<file path="src/rtl/wb_stage.sv">
// rtl/wb_stage.sv - MEM/WB pipeline register and register-file write port
// Also provides the forwarding bus, sticky halt and error flags, and the retired-instruction count.
module wb_stage (
    input  logic        clk,
    input  logic        rst,
    input  logic        mem_valid,
    input  logic        mem_regwrite,
    input  logic [2:0]  mem_writeregsel,
    input  logic [1:0]  mem_wbsel,
    input  logic [15:0] mem_alu_result,
    input  logic [15:0] mem_rd_data,
    input  logic [15:0] mem_pc_plus2,
    input  logic [15:0] mem_imm,
    input  logic        mem_halt,
    input  logic        stall,
    input  logic        flush,
    output logic [2:0]  writeregsel,
    output logic [15:0] writedata,
    output logic        write,
    output logic        fwd_valid,
    output logic [2:0]  fwd_regsel,
    output logic [15:0] fwd_data,
    output logic        halted,
    output logic [15:0] retired,
    output logic        err
);

    logic        wb_valid;
    logic        wb_regwrite;
    logic        wb_halt;
    logic        take;
    logic        illegal;
    logic [15:0] result;

    // A HALT already sitting in WB also blocks capture, so no younger
    // instruction slips in during the cycle before halted rises.
    assign take    = mem_valid & ~stall & ~flush & ~halted & ~(wb_valid & wb_halt);
    assign illegal = wb_valid & wb_halt & wb_regwrite;

    always_comb begin
        result = mem_alu_result;
        case (mem_wbsel)
            2'd0: result = mem_alu_result;
            2'd1: result = mem_rd_data;
            2'd2: result = mem_pc_plus2;
            2'd3: result = mem_imm;
            default: result = mem_alu_result;
        endcase
    end

    always_ff @(posedge clk or negedge rst) begin
        if (!rst) begin
            wb_valid    <= 1'b0;
            wb_regwrite <= 1'b0;
            wb_halt     <= 1'b0;
            writeregsel <= 3'd0;
            writedata   <= 16'h0000;
            halted      <= 1'b0;
            err         <= 1'b0;
            retired     <= 16'h0000;
        end else begin
            wb_valid <= take;
            if (take) begin
                writeregsel <= mem_writeregsel;
                wb_regwrite <= mem_regwrite;
                wb_halt     <= mem_halt;
                writedata   <= result;
            end
            if (wb_valid) begin
                retired <= retired + 16'd1;
            end
            if (wb_valid && wb_halt) begin
                halted <= 1'b1;
            end
            if (illegal) begin
                err <= 1'b1;
            end
        end
    end

    // The illegal term suppresses the offending write in the same cycle it sits in WB.
    assign write      = wb_valid & wb_regwrite & ~err & ~illegal & ~halted;
    assign fwd_valid  = write;
    assign fwd_regsel = writeregsel;
    assign fwd_data   = writedata;

endmodule

</file>
<file path="config.mk">
export PLATFORM = sky130hd
export DESIGN_NAME = wb_stage
export DESIGN_NICKNAME = d
export VERILOG_FILES = /design/src/rtl/wb_stage.sv
export SDC_FILE = /design/constraint.sdc
export NUM_CORES = 1
export LEC_CHECK = 0
export CORE_ASPECT_RATIO = 1.25
export CORE_UTILIZATION = 30
export CTS_CLUSTER_DIAMETER = 100
export DETAILED_ROUTE_END_ITERATION = 8
export PLACE_DENSITY = 0.7
export SLEW_MARGIN = 0
export SYNTH_ARGS = -nofsm -noshare
export SYNTH_HDL_FRONTEND = slang
export SYNTH_SLANG_ARGS = --single-unit
</file>
<file path="constraint.sdc">
create_clock -name clk -period 1.5 [get_ports clk]
set_clock_uncertainty 0.2 [all_clocks]
set_input_delay 0.225 -clock clk [delete_from_list [all_inputs] [get_ports clk]]
set_output_delay 0.225 -clock clk [all_outputs]
set_load 0.02 [all_outputs]
</file>
==> out/qor.tcl, run 1 <==
set qor(clk_root_buffer_cell) {clkbuf_8}
set qor(total_drc_errors_in_the_routed_layout) 0
set qor(syn_inst) 154
set qor(final_layout_size_suffix_gt1_share_pct) 33.00
set qor(drt_first_pass_iters) 4
set qor(power_density_nw_per_um2) 1332
set qor(num_antenna_cells) 0
set qor(gp_congestion) 0.7145
set qor(grt_start_max_net_pins) 41
set qor(report.final.setup_viol) 28
set qor(status) {finished, violations left}
set qor(filler_cell_count) 623
set qor(asyncSetResetFlopFracSynth_pct) 100.0
set qor(cts-root-to-sink-buffers) 2
set qor(max_clock_freq_mhz) 592.6
set qor(synth-seq-cells) 40
set qor(drv.max_cap_violation_count) 0
set qor(synth_flop_cell) {dfrtp_1}
set qor(rsz_0062_raised_after_global_routing) {true}
set qor(hold_path.class) {in2async}
set qor(grt_first_pass_wirelength_mm) 9.135
set qor(coreArea_um2) 6977
set qor(crit_path_max_incr_delay_ns) 0.44
set qor(cp-end-kind) {output port}
set qor(cts.htree.levels) 2
set qor(timing.critical_path.fanout_max) 4
set qor(crit_required_ns) 1.07
set qor(worst_slew_pin_slew_ns) 0.2567
set qor(floorplan.die.height_um) 96.86
set qor(layout-area-overhead-vs-synth_pct) 78.91
set qor(synth_top_cell_area_share_pct) 46.35
set qor(synthesis.area_um2) 2160
set qor(clock_latency_ns) 0.28
set qor(timing.critical_path.slowest_stage_cell) {dfrtp_2}
set qor(fp.dieArea_um2) 7544
set qor(fp-row-count) 34
set qor(vdd_ir_drop_max_mv) 0.7306
set qor(relSlewSlack_pct) 82.76
set qor(cts_tree) {yes}
set qor(syn-mean-instance-area_um2) 14.02
set qor(syn-num-nets) 231
set qor(period_needed_ns) 1.687
set qor(placement.setup.worst_slack_ns) -0.5943
set qor(min_period_over_period_pct) 112.5
set qor(clkSlewWorstSetupHoldPaths_ns) 0.07
set qor(antenna_found_initial) 0
set qor(fin_cells) 390
set qor(numCtsBuffers) 5
set qor(chipWidth_um) 77.89
set qor(ant_nets) 0
set qor(synthDominantAreaCellType) {dfrtp_1}
set qor(yosys_warnings) 0
set qor(grt_use_total_pct) 16.07
set qor(vias_per_cell) 4.713
set qor(power.static_leakage_uw) 0.001758
set qor(cts_sinks) 40
set qor(crit_path_cell_trace) {a31o_4, nor3_4, buf_6}
set qor(synth_cell_type_count) 24
set qor(finalHoldViolCount) 0
set qor(effective_utilization_at_floorplan_pct) 30.95
set qor(setup_slack_ns) -0.1875
set qor(globalRoute.totalOverflow) 0
set qor(synth_edf_count) 0
set qor(yosysMostFrequentCell) {dfrtp_1}
set qor(final-max-slew-violation-count) 0
set qor(place.detailed.instances) 371
set qor(ios) 134
set qor(place.detailed.hpwl_mm) 4.422
set qor(r2r_cells) 5
set qor(failed_checks) {setup timing}
set qor(vias) 1838
set qor(grt_pass1_vias) 1906
set qor(wl_per_cell_um) 14.74
set qor(port_buffers) 133
set qor(drt_iter0_markers) 24
set qor(multiInputGateArea_um2) 1062
set qor(final_wirelength_mm) 5.748
set qor(nets) 376
set qor(critical_path_class) {reg2out}
set qor(synth_top_cells_by_area) {dfrtp_1 (46%), mux2_2 (10%), mux4_2 (10%), mux4_1 (7.3%), buf_4 (7.3%)}
set qor(sequential_element_share_of_the_synthesized_area_pct) 46.35
set qor(seqCellArea_um2) 1013
set qor(critical_path.startpoint_type) {register}
set qor(ys_top_cells_by_count) {dfrtp_1 (40), buf_4 (21), mux2_2 (20)}
set qor(worst-endpoint-arrival_ns) 1.26
-- cells in the final DEF, fill, tap and decap left out --
master / n
a21oi_4: 1
a31o_4: 1
and3_1: 4
buf_12: 4
buf_2: 4
buf_4: 24
buf_6: 4
bufbuf_16: 1
clkbuf_1: 2
clkbuf_2: 3
clkbuf_8: 6
clkdlybuf4s15_1: 11
clkdlybuf4s50_1: 73
dfrtp_1: 30
dfrtp_2: 10
dlygate4sd2_1: 40
dlygate4sd3_1: 1
ha_4: 1
inv_1: 3
mux2_1: 2
mux2_2: 20
mux4_1: 6
mux4_2: 10
nand2_1: 5
nand3_1: 4
nand3_2: 3
nand3_4: 2
nand4_1: 3
nor2_1: 2
nor2_4: 1
nor3_4: 2
nor4_4: 2
xnor2_1: 10
xor2_1: 5
-- layout make-up --
cell class              instances  share of cell area (%)
repair buffers                165                   40.74
multi-input cells              84                   27.49
flip-flops and latches         40                   26.23
well taps                      90                   2.915
clock buffers                   8                   2.332
inverters                       3                  0.2915
-- per-layer routing --
metal,GRT usage (%),part of all wire (%)
met5,0,0
met4,4.790,1.3
met3,5.943,9.8
met2,30.29,56
met1,16.00,33
-- registers in the layout (all words and copies together), names as in the netlist --
register	cells
fwd_data	16
fwd_regsel	3
wb_halt	1
halted	1
err	1
wb_regwrite	1
retired	16
wb_valid	1
-- through the flow --
step	utilization, %	hold slack [ns]	setup TNS, ns	total power (uW)	instance area (um2)
floorplan	-	-0.2706	-0.4609	3449	2256
detailed placement	52.56	0.01827	-10.84	4817	3667
global placement	52.56	0.01693	-10.27	4762	3667
global route	55.38	0.2592	-4.325	5422	3864
finish	55.38	0.2334	-2.575	5146	3864
CTS	54.30	0.2384	-3.164	5185	3789
-- kinds of logic (layout without fill, tap and decap cells) --
| family | count (synthesis) | in the layout | synth area share (%) |
|---|---|---|---|
| AOI/OAI and AO/OA | 2 | 2 | 0.8113 |
| adders and majority gates | 1 | 1 | 0.5793 |
| and+or+nand+nor | 28 | 28 | 6.837 |
| xor gates and xnor gates | 15 | 15 | 6.083 |
| DFF | 40 | 40 | 46.35 |
| muxes | 38 | 38 | 29.20 |
| buffers and inverters | 30 | 176 | 10.14 |
-- critical path, delay by kind of cell (launching register included) --
family / cells / cell delay, ns
compound gates: 1 / 0.24
buf+inv: 1 / 0.15
flops: 1 / 0.44
simple gates: 1 / 0.16
-- final timing paths --
check	start	endpoint	slack (ns)
worst min register to register	retired[8]$_DFFE_PN0P_	retired[8]$_DFFE_PN0P_	0.29
worst max register to register	wb_valid$_DFF_PN0_	fwd_regsel[0]$_DFFE_PN0P_	-0.13
worst max-delay path	wb_valid$_DFF_PN0_	fwd_valid	-0.19
min in group clk	retired[8]$_DFFE_PN0P_	retired[8]$_DFFE_PN0P_	0.29
max in group asynchronous	rst	halted$_DFFE_PN0N_	0.65
worst min-delay path	rst	retired[4]$_DFFE_PN0P_	0.23
-- report_power, final --
part	internal (uW)	switching, uW	total (uW)
sequential	1460	336	1800
clock	376	367	742
combinational	1280	1330	2600
total	3120	2030	5150
-- timing repair --
action / in CTS / in global routing
endpoints found under the setup margin: 85 / 44
hold buffers: 1 / 0
pin swaps: 5 / 7
resized for setup: 88 / 21
gates cloned: 1 / 0
endpoints found under the hold margin: 40 / 0
setup buffers: 3 / 6
Power figures use the tool's default switching activity.
==> inputs of run 2 (changes only) <==
--- a/config.mk
+++ b/config.mk
@@ -14,3 +14,4 @@
 export SYNTH_ARGS = -nofsm -noshare
 export SYNTH_HDL_FRONTEND = slang
 export SYNTH_SLANG_ARGS = --single-unit
+export TNS_END_PERCENT = 30
==> run 2 against run 1 <==
Against the previous run: clock-buffer cell count is 2 lower; sequential power about the same; sequential share of layout area is 0.18 points lower; routed wire length grew 0.96%; design area up 0.81%; critical endpoint unchanged; register-to-register slack worse by 0.02 ns; global-route usage decreased by 0.64 points; combinational power rose by 2%; critical path depth unchanged; the run still ends with setup timing left; first-iteration DRC count up 63%; largest power group unchanged; core utilization rose by 0.45 points.
==> out/qor.tcl, run 2 (synthesized netlist as in run 1, its figures left out) <==
set qor(power.static_leakage_uw) 0.001760 ;# +0.14%
set qor(critical_path.startpoint_type) {register}
set qor(finalPower_uw) 5226 ;# +1.6%
set qor(clk_root_buffer_cell) {clkbuf_8}
set qor(num_antenna_cells) 0 ;# unchanged
set qor(final_wirelength_mm) 5.803 ;# +0.96%
set qor(layout.cells.most_common_list) {clkdlybuf4s50_1 (73), dlygate4sd2_1 (39), dfrtp_1 (29)}
set qor(coreArea_um2) 6977 ;# unchanged
set qor(vias) 1806 ;# -1.7%
set qor(cts-root-to-sink-buffers) 2 ;# unchanged
set qor(power_density_nw_per_um2) 1342 ;# +0.74%
set qor(failed_checks) {setup timing}
set qor(globalRoute.totalOverflow) 0 ;# unchanged
set qor(layout_commonest_cell) {clkdlybuf4s50_1}
set qor(cp-end-kind) {output port}
set qor(place.detailed.instances) 372 ;# +0.27%
set qor(report.final.setup_viol) 26 ;# -7.1%
set qor(fp.dieArea_um2) 7544 ;# unchanged
set qor(effective_utilization_at_floorplan_pct) 30.95 ;# unchanged
set qor(hold_path.class) {in2async}
set qor(vias_per_cell) 4.667 ;# -0.98%
set qor(port_buffers) 133 ;# unchanged
set qor(numCtsBuffers) 5 ;# unchanged
set qor(critical_path_class) {reg2out}
set qor(clock_latency_ns) 0.29 ;# about the same
set qor(final-max-slew-violation-count) 0 ;# unchanged
set qor(worst-endpoint-arrival_ns) 1.27 ;# about the same
set qor(filler_cell_count) 637 ;# +2.2%
set qor(vdd_ir_drop_max_mv) 0.8136 ;# +11%
set qor(fin_cells) 387 ;# -0.77%
set qor(layout-area-overhead-vs-synth_pct) 80.36
set qor(total_drc_errors_in_the_routed_layout) 0 ;# unchanged
set qor(wl_per_cell_um) 14.99 ;# +1.7%
set qor(floorplan.die.height_um) 96.86 ;# unchanged
set qor(timing.critical_path.fanout_max) 4 ;# unchanged
set qor(gp_congestion) 0.7088 ;# -0.80%
set qor(status) {finished, violations left}
set qor(antenna_found_initial) 0 ;# unchanged
set qor(nets) 373 ;# -0.80%
set qor(finalHoldViolCount) 0 ;# unchanged
set qor(relSlewSlack_pct) 82.18 ;# -0.57 points
set qor(crit_required_ns) 1.07 ;# about the same
set qor(grt_use_total_pct) 15.44 ;# -0.64 points
set qor(placement.setup.worst_slack_ns) -0.5999 ;# -0.005594 ns
set qor(chipWidth_um) 77.89 ;# unchanged
set qor(rsz_0062_raised_after_global_routing) {true}
set qor(grt_first_pass_wirelength_mm) 8.901 ;# -2.6%
set qor(ant_nets) 0 ;# unchanged
set qor(cts_sinks) 40 ;# unchanged
set qor(min_period_over_period_pct) 113.3 ;# +0.82 points
set qor(grt_pass1_vias) 1895 ;# -0.58%
set qor(drt_first_pass_iters) 3 ;# -1
set qor(clkSlewWorstSetupHoldPaths_ns) 0.08 ;# about the same
set qor(period_needed_ns) 1.700 ;# +0.01229 ns
set qor(multiInputGateArea_um2) 1076 ;# +1.3%
set qor(cts_tree) {yes}
set qor(cts.htree.levels) 2 ;# unchanged
set qor(grt_start_max_net_pins) 41 ;# unchanged
set qor(worst_slew_pin_slew_ns) 0.2652 ;# +0.008493 ns
set qor(seqCellArea_um2) 1015 ;# +0.12%
set qor(fp-row-count) 34 ;# unchanged
set qor(final_layout_size_suffix_gt1_share_pct) 35.02 ;# +2.0 points
set qor(drv.max_cap_violation_count) 0 ;# unchanged
set qor(ios) 134 ;# unchanged
set qor(max_clock_freq_mhz) 588.3 ;# -0.72%
set qor(drt_iter0_markers) 39 ;# +63%
set qor(setup_slack_ns) -0.1998 ;# -0.01230 ns
set qor(area_of_placed_instances_um2) 3675 ;# +0.20%
set qor(place.detailed.hpwl_mm) 4.247 ;# -3.9%
set qor(final_design_area_no_fill_um2) 3895 ;# +0.81%
[run 2: cell count changes in the layout (fill, tap and decap cells not counted), sizes merged]
cell / before / now
dlygate4sd2: 40 / 39
clkbuf: 11 / 13
buf: 36 / 30
clkinv: 0 / 2
[run 2: final timing paths]
kind | cells after the start | startpoint | end | slack, ns
min in group clk | 1 | retired[15]$_DFFE_PN0P_ | retired[15]$_DFFE_PN0P_ | 0.26
hold reg to reg | 1 | retired[15]$_DFFE_PN0P_ | retired[15]$_DFFE_PN0P_ | 0.26
max in group asynchronous | 3 | rst | retired[8]$_DFFE_PN0P_ | 0.66
setup / recovery | 3 | wb_valid$_DFF_PN0_ | fwd_valid | -0.20
setup reg to reg | 5 | halted$_DFFE_PN0N_ | fwd_data[4]$_DFFE_PN0P_ | -0.15
hold / removal | 3 | rst | retired[4]$_DFFE_PN0P_ | 0.22
[run 2: through the flow]
stage	TNS, ns	util, %	hold slack (ns)
floorplan	-0.5576	-	-0.2706
global placement	-10.27	52.67	0.01698
detailed placement	-10.72	52.67	0.01968
CTS	-3.093	53.73	0.2355
global route	-5.210	55.83	0.2429
finish	-3.389	55.83	0.2246
[run 2: cell type report]
cell class / count / area share (%)
Timing Repair Buffer: 162 / 40.76
Multi-Input combinational cell: 84 / 27.63
Sequential cell: 40 / 26.05
Tap cell: 90 / 2.891
Clock buffer: 6 / 2.120
Inverter: 3 / 0.2891
Clock inverter: 2 / 0.2570
[run 2: critical path: stages, from the launching register on]
cell and delay [ns]:
dfrtp_2 0.44, a31o_4 0.24, nor3_4 0.16, buf_6 0.15
[run 2: report_power, final]
| part | switching [uW] | total [uW] | internal, uW |
|---|---|---|---|
| Sequential | 361 | 1820 | 1460 |
| Clock | 379 | 747 | 367 |
| Combinational | 1340 | 2660 | 1310 |
[run 2: what timing repair did]
item                                    CTS  global route
setup buffers                             0             4
resized for setup                        84            32
pin swaps                                 2             7
hold buffers                              1             0
hold endpoints to repair                 40             0
endpoints found under the setup margin   86            45
cloned                                    1             2
[run 2: routing by layer]
| layer | part of all wire [%] | routed length [um] | track usage [%] |
|---|---|---|---|
| met4 | 1.1 | 66 | 5.225 |
| met3 | 7.9 | 459 | 4.717 |
| met1 | 38 | 2188 | 16.86 |
| met5 | 0 | 0 | 0 |
| met2 | 53 | 3088 | 27.84 |
==> inputs of run 3 (changes only) <==
--- a/config.mk
+++ b/config.mk
@@ -6,6 +6,7 @@
 export NUM_CORES = 1
 export LEC_CHECK = 0
 export CORE_ASPECT_RATIO = 1.25
+export CORE_MARGIN = 1.5
 export CORE_UTILIZATION = 30
 export CTS_CLUSTER_DIAMETER = 100
 export DETAILED_ROUTE_END_ITERATION = 8
==> run 3 against run 2 <==
Against the previous run: the run still ends with setup timing left; total power fell by 1.3%; combinational power is essentially flat; fmax increased by 1.0%; flip-flop and latch count unchanged; clock power down 7.8%; core utilization is 1.0 points lower; die area increased by 2.3%; setup slack gained 0.017 ns; routed wire length grew 0.95%; register-to-register slack is essentially flat; first-iteration DRC count rose by 82%; largest cell class unchanged; highest routed layer unchanged.
==> out/qor.tcl, run 3 (synthesized netlist as in run 1, its figures left out) <==
set qor(port_buffers) 133 ;# unchanged
set qor(worst_slew_pin_slew_ns) 0.3001 ;# +0.03486 ns
set qor(status) {finished, violations left}
set qor(chipWidth_um) 78.89 ;# +1.3%
set qor(clk_root_buffer_cell) {clkbuf_8}
set qor(vias_per_cell) 4.620 ;# -1.0%
set qor(power_density_nw_per_um2) 1349 ;# +0.54%
set qor(layout-area-overhead-vs-synth_pct) 77.06
set qor(drt_iter0_markers) 71 ;# +82%
set qor(hold_path.class) {in2async}
set qor(relSlewSlack_pct) 79.83 ;# -2.4 points
set qor(cts-root-to-sink-buffers) 2 ;# unchanged
set qor(max_clock_freq_mhz) 594.2 ;# +1.0%
set qor(setup_slack_ns) -0.1829 ;# +0.01685 ns
set qor(effective_utilization_at_floorplan_pct) 30.95 ;# unchanged
set qor(place.detailed.hpwl_mm) 4.386 ;# +3.3%
set qor(gp_congestion) 0.7603 ;# +7.3%
set qor(worst-endpoint-arrival_ns) 1.26 ;# about the same
set qor(rr_startpoint) {wb_halt$_DFFE_PN0P_}
set qor(crit_required_ns) 1.07 ;# about the same
set qor(drv.max_cap_violation_count) 0 ;# unchanged
set qor(final-max-slew-violation-count) 0 ;# unchanged
set qor(coreArea_um2) 6977 ;# unchanged
set qor(critical_path.startpoint_type) {register}
set qor(grt_start_max_net_pins) 41 ;# unchanged
set qor(fp.dieArea_um2) 7720 ;# +2.3%
set qor(nets) 370 ;# -0.80%
set qor(grt_use_total_pct) 16.30 ;# +0.87 points
set qor(cts.htree.levels) 2 ;# unchanged
set qor(wl_per_cell_um) 15.26 ;# +1.7%
set qor(crit_path_start) {wb_valid$_DFF_PN0_}
set qor(fp-row-count) 34 ;# unchanged
set qor(total_drc_errors_in_the_routed_layout) 0 ;# unchanged
set qor(finalHoldViolCount) 0 ;# unchanged
set qor(report.final.setup_viol) 29 ;# +12%
set qor(min_period_over_period_pct) 112.2 ;# -1.1 points
set qor(cts_tree) {yes}
set qor(numCtsBuffers) 5 ;# unchanged
set qor(place.detailed.instances) 370 ;# -0.54%
set qor(vias) 1774 ;# -1.8%
set qor(r2r_cells) 5 ;# unchanged
set qor(postLayoutCoreUtil_pct) 54.81 ;# -1.0 points
set qor(period_needed_ns) 1.683 ;# -0.01685 ns
set qor(critical_path_class) {reg2out}
set qor(drt_first_pass_iters) 4 ;# +1
set qor(final_wirelength_mm) 5.858 ;# +0.95%
set qor(fin_cells) 384 ;# -0.78%
set qor(timing.critical_path.fanout_max) 4 ;# unchanged
set qor(final_layout_size_suffix_gt1_share_pct) 30.61 ;# -4.4 points
set qor(power.static_leakage_uw) 0.001709 ;# -2.9%
set qor(cts_sinks) 40 ;# unchanged
set qor(floorplan.die.height_um) 97.86 ;# +1.0%
set qor(layout_commonest_cell) {clkdlybuf4s50_1}
set qor(globalRoute.totalOverflow) 0 ;# unchanged
set qor(vdd_ir_drop_max_mv) 0.5750 ;# -29%
set qor(fin_hold_ws_ns) 0.2329 ;# +0.008291 ns
set qor(grt_first_pass_wirelength_mm) 9.591 ;# +7.8%
set qor(antenna_found_initial) 0 ;# unchanged
set qor(ios) 134 ;# unchanged
set qor(grt_pass1_vias) 1921 ;# +1.4%
set qor(clock_latency_ns) 0.29 ;# about the same
set qor(rsz_0062_raised_after_global_routing) {true}
set qor(num_antenna_cells) 0 ;# unchanged
set qor(ant_nets) 0 ;# unchanged
set qor(failed_checks) {setup timing}
set qor(layout.cells.most_common_list) {clkdlybuf4s50_1 (73), dlygate4sd2_1 (40), dfrtp_1 (29)}
set qor(clkSlewWorstSetupHoldPaths_ns) 0.08 ;# about the same
set qor(cp-end-kind) {output port}
## run 3: changes by cell type in the layout (fill, tap and decap cells not counted), moves of 2 or more
cell             previous run  this run
clkbuf_16                   2         0
nand3_1                     4         7
clkdlybuf4s15_1            10        13
clkbuf_1                    0         2
nand3_4                     3         1
clkbuf_2                    5         2
buf_16                      0         2
## run 3: final timing paths
kind                                             endpoint  slack (ns)
worst max-delay path                            fwd_valid       -0.18
worst min-delay path               retired[9]$_DFFE_PN0P_        0.23
worst max register to register  fwd_regsel[1]$_DFFE_PN0P_       -0.16
worst min register to register    retired[15]$_DFFE_PN0P_        0.26
max in group asynchronous          retired[1]$_DFFE_PN0P_        0.64
min in group clk                  retired[15]$_DFFE_PN0P_        0.26
## run 3: layout make-up
| cell class | instances | area (um2) |
|---|---|---|
| clock buffer | 7 | 76.32 |
| clock inverter | 1 | 5.005 |
| fill | 621 | 3153 |
| inverter | 3 | 11.26 |
| multi-input combinational | 84 | 1022 |
| sequential | 40 | 1015 |
| tap | 90 | 112.6 |
| timing repair buffer | 159 | 1582 |
## run 3: metrics by stage
| stage | total power (uW) | area [um2] | TNS, ns | setup slack (ns) |
|---|---|---|---|---|
| after global routing | 5444 | 3824 | -5.770 | -0.2502 |
| after floorplan | 3447 | 2251 | -0.5576 | -0.03834 |
| after global placement | 4765 | 3660 | -10.19 | -0.5542 |
| final | 5158 | 3824 | -3.499 | -0.1829 |
| after CTS | 5208 | 3807 | -4.236 | -0.2219 |
| after detailed placement | 4814 | 3660 | -10.74 | -0.5831 |
## run 3: where the power goes
group	total, uW	switching (uW)	leakage (uW)	internal [uW]
combinational	2670	1330	0.00118	1340
clock	689	363	0.0000422	327
sequential	1800	333	0.000487	1460
## run 3: critical path: stages (launching register included)
cell	delay (ns)
dfrtp_2	0.44
a31o_4	0.24
nor3_4	0.15
buf_6	0.15
## run 3: routing by layer
metal | track usage (%) | up-vias | wire [um]
met5 | 0 | - | 0
met4 | 3.644 | 0 | 48
met3 | 6.075 | 4 | 541
met2 | 29.38 | 96 | 3197
met1 | 18.13 | 851 | 2070
li1 | - | 823 | -
## run 3: what timing repair did
action | 4_1_cts | 5_1_grt
resized for setup | 85 | 18
pin swaps | 4 | 1
hold buffers | 1 | 0
gates cloned | 3 | 0
hold endpoints to repair | 40 | 0
endpoints found under the setup margin | 86 | 45
setup buffers | 1 | 1
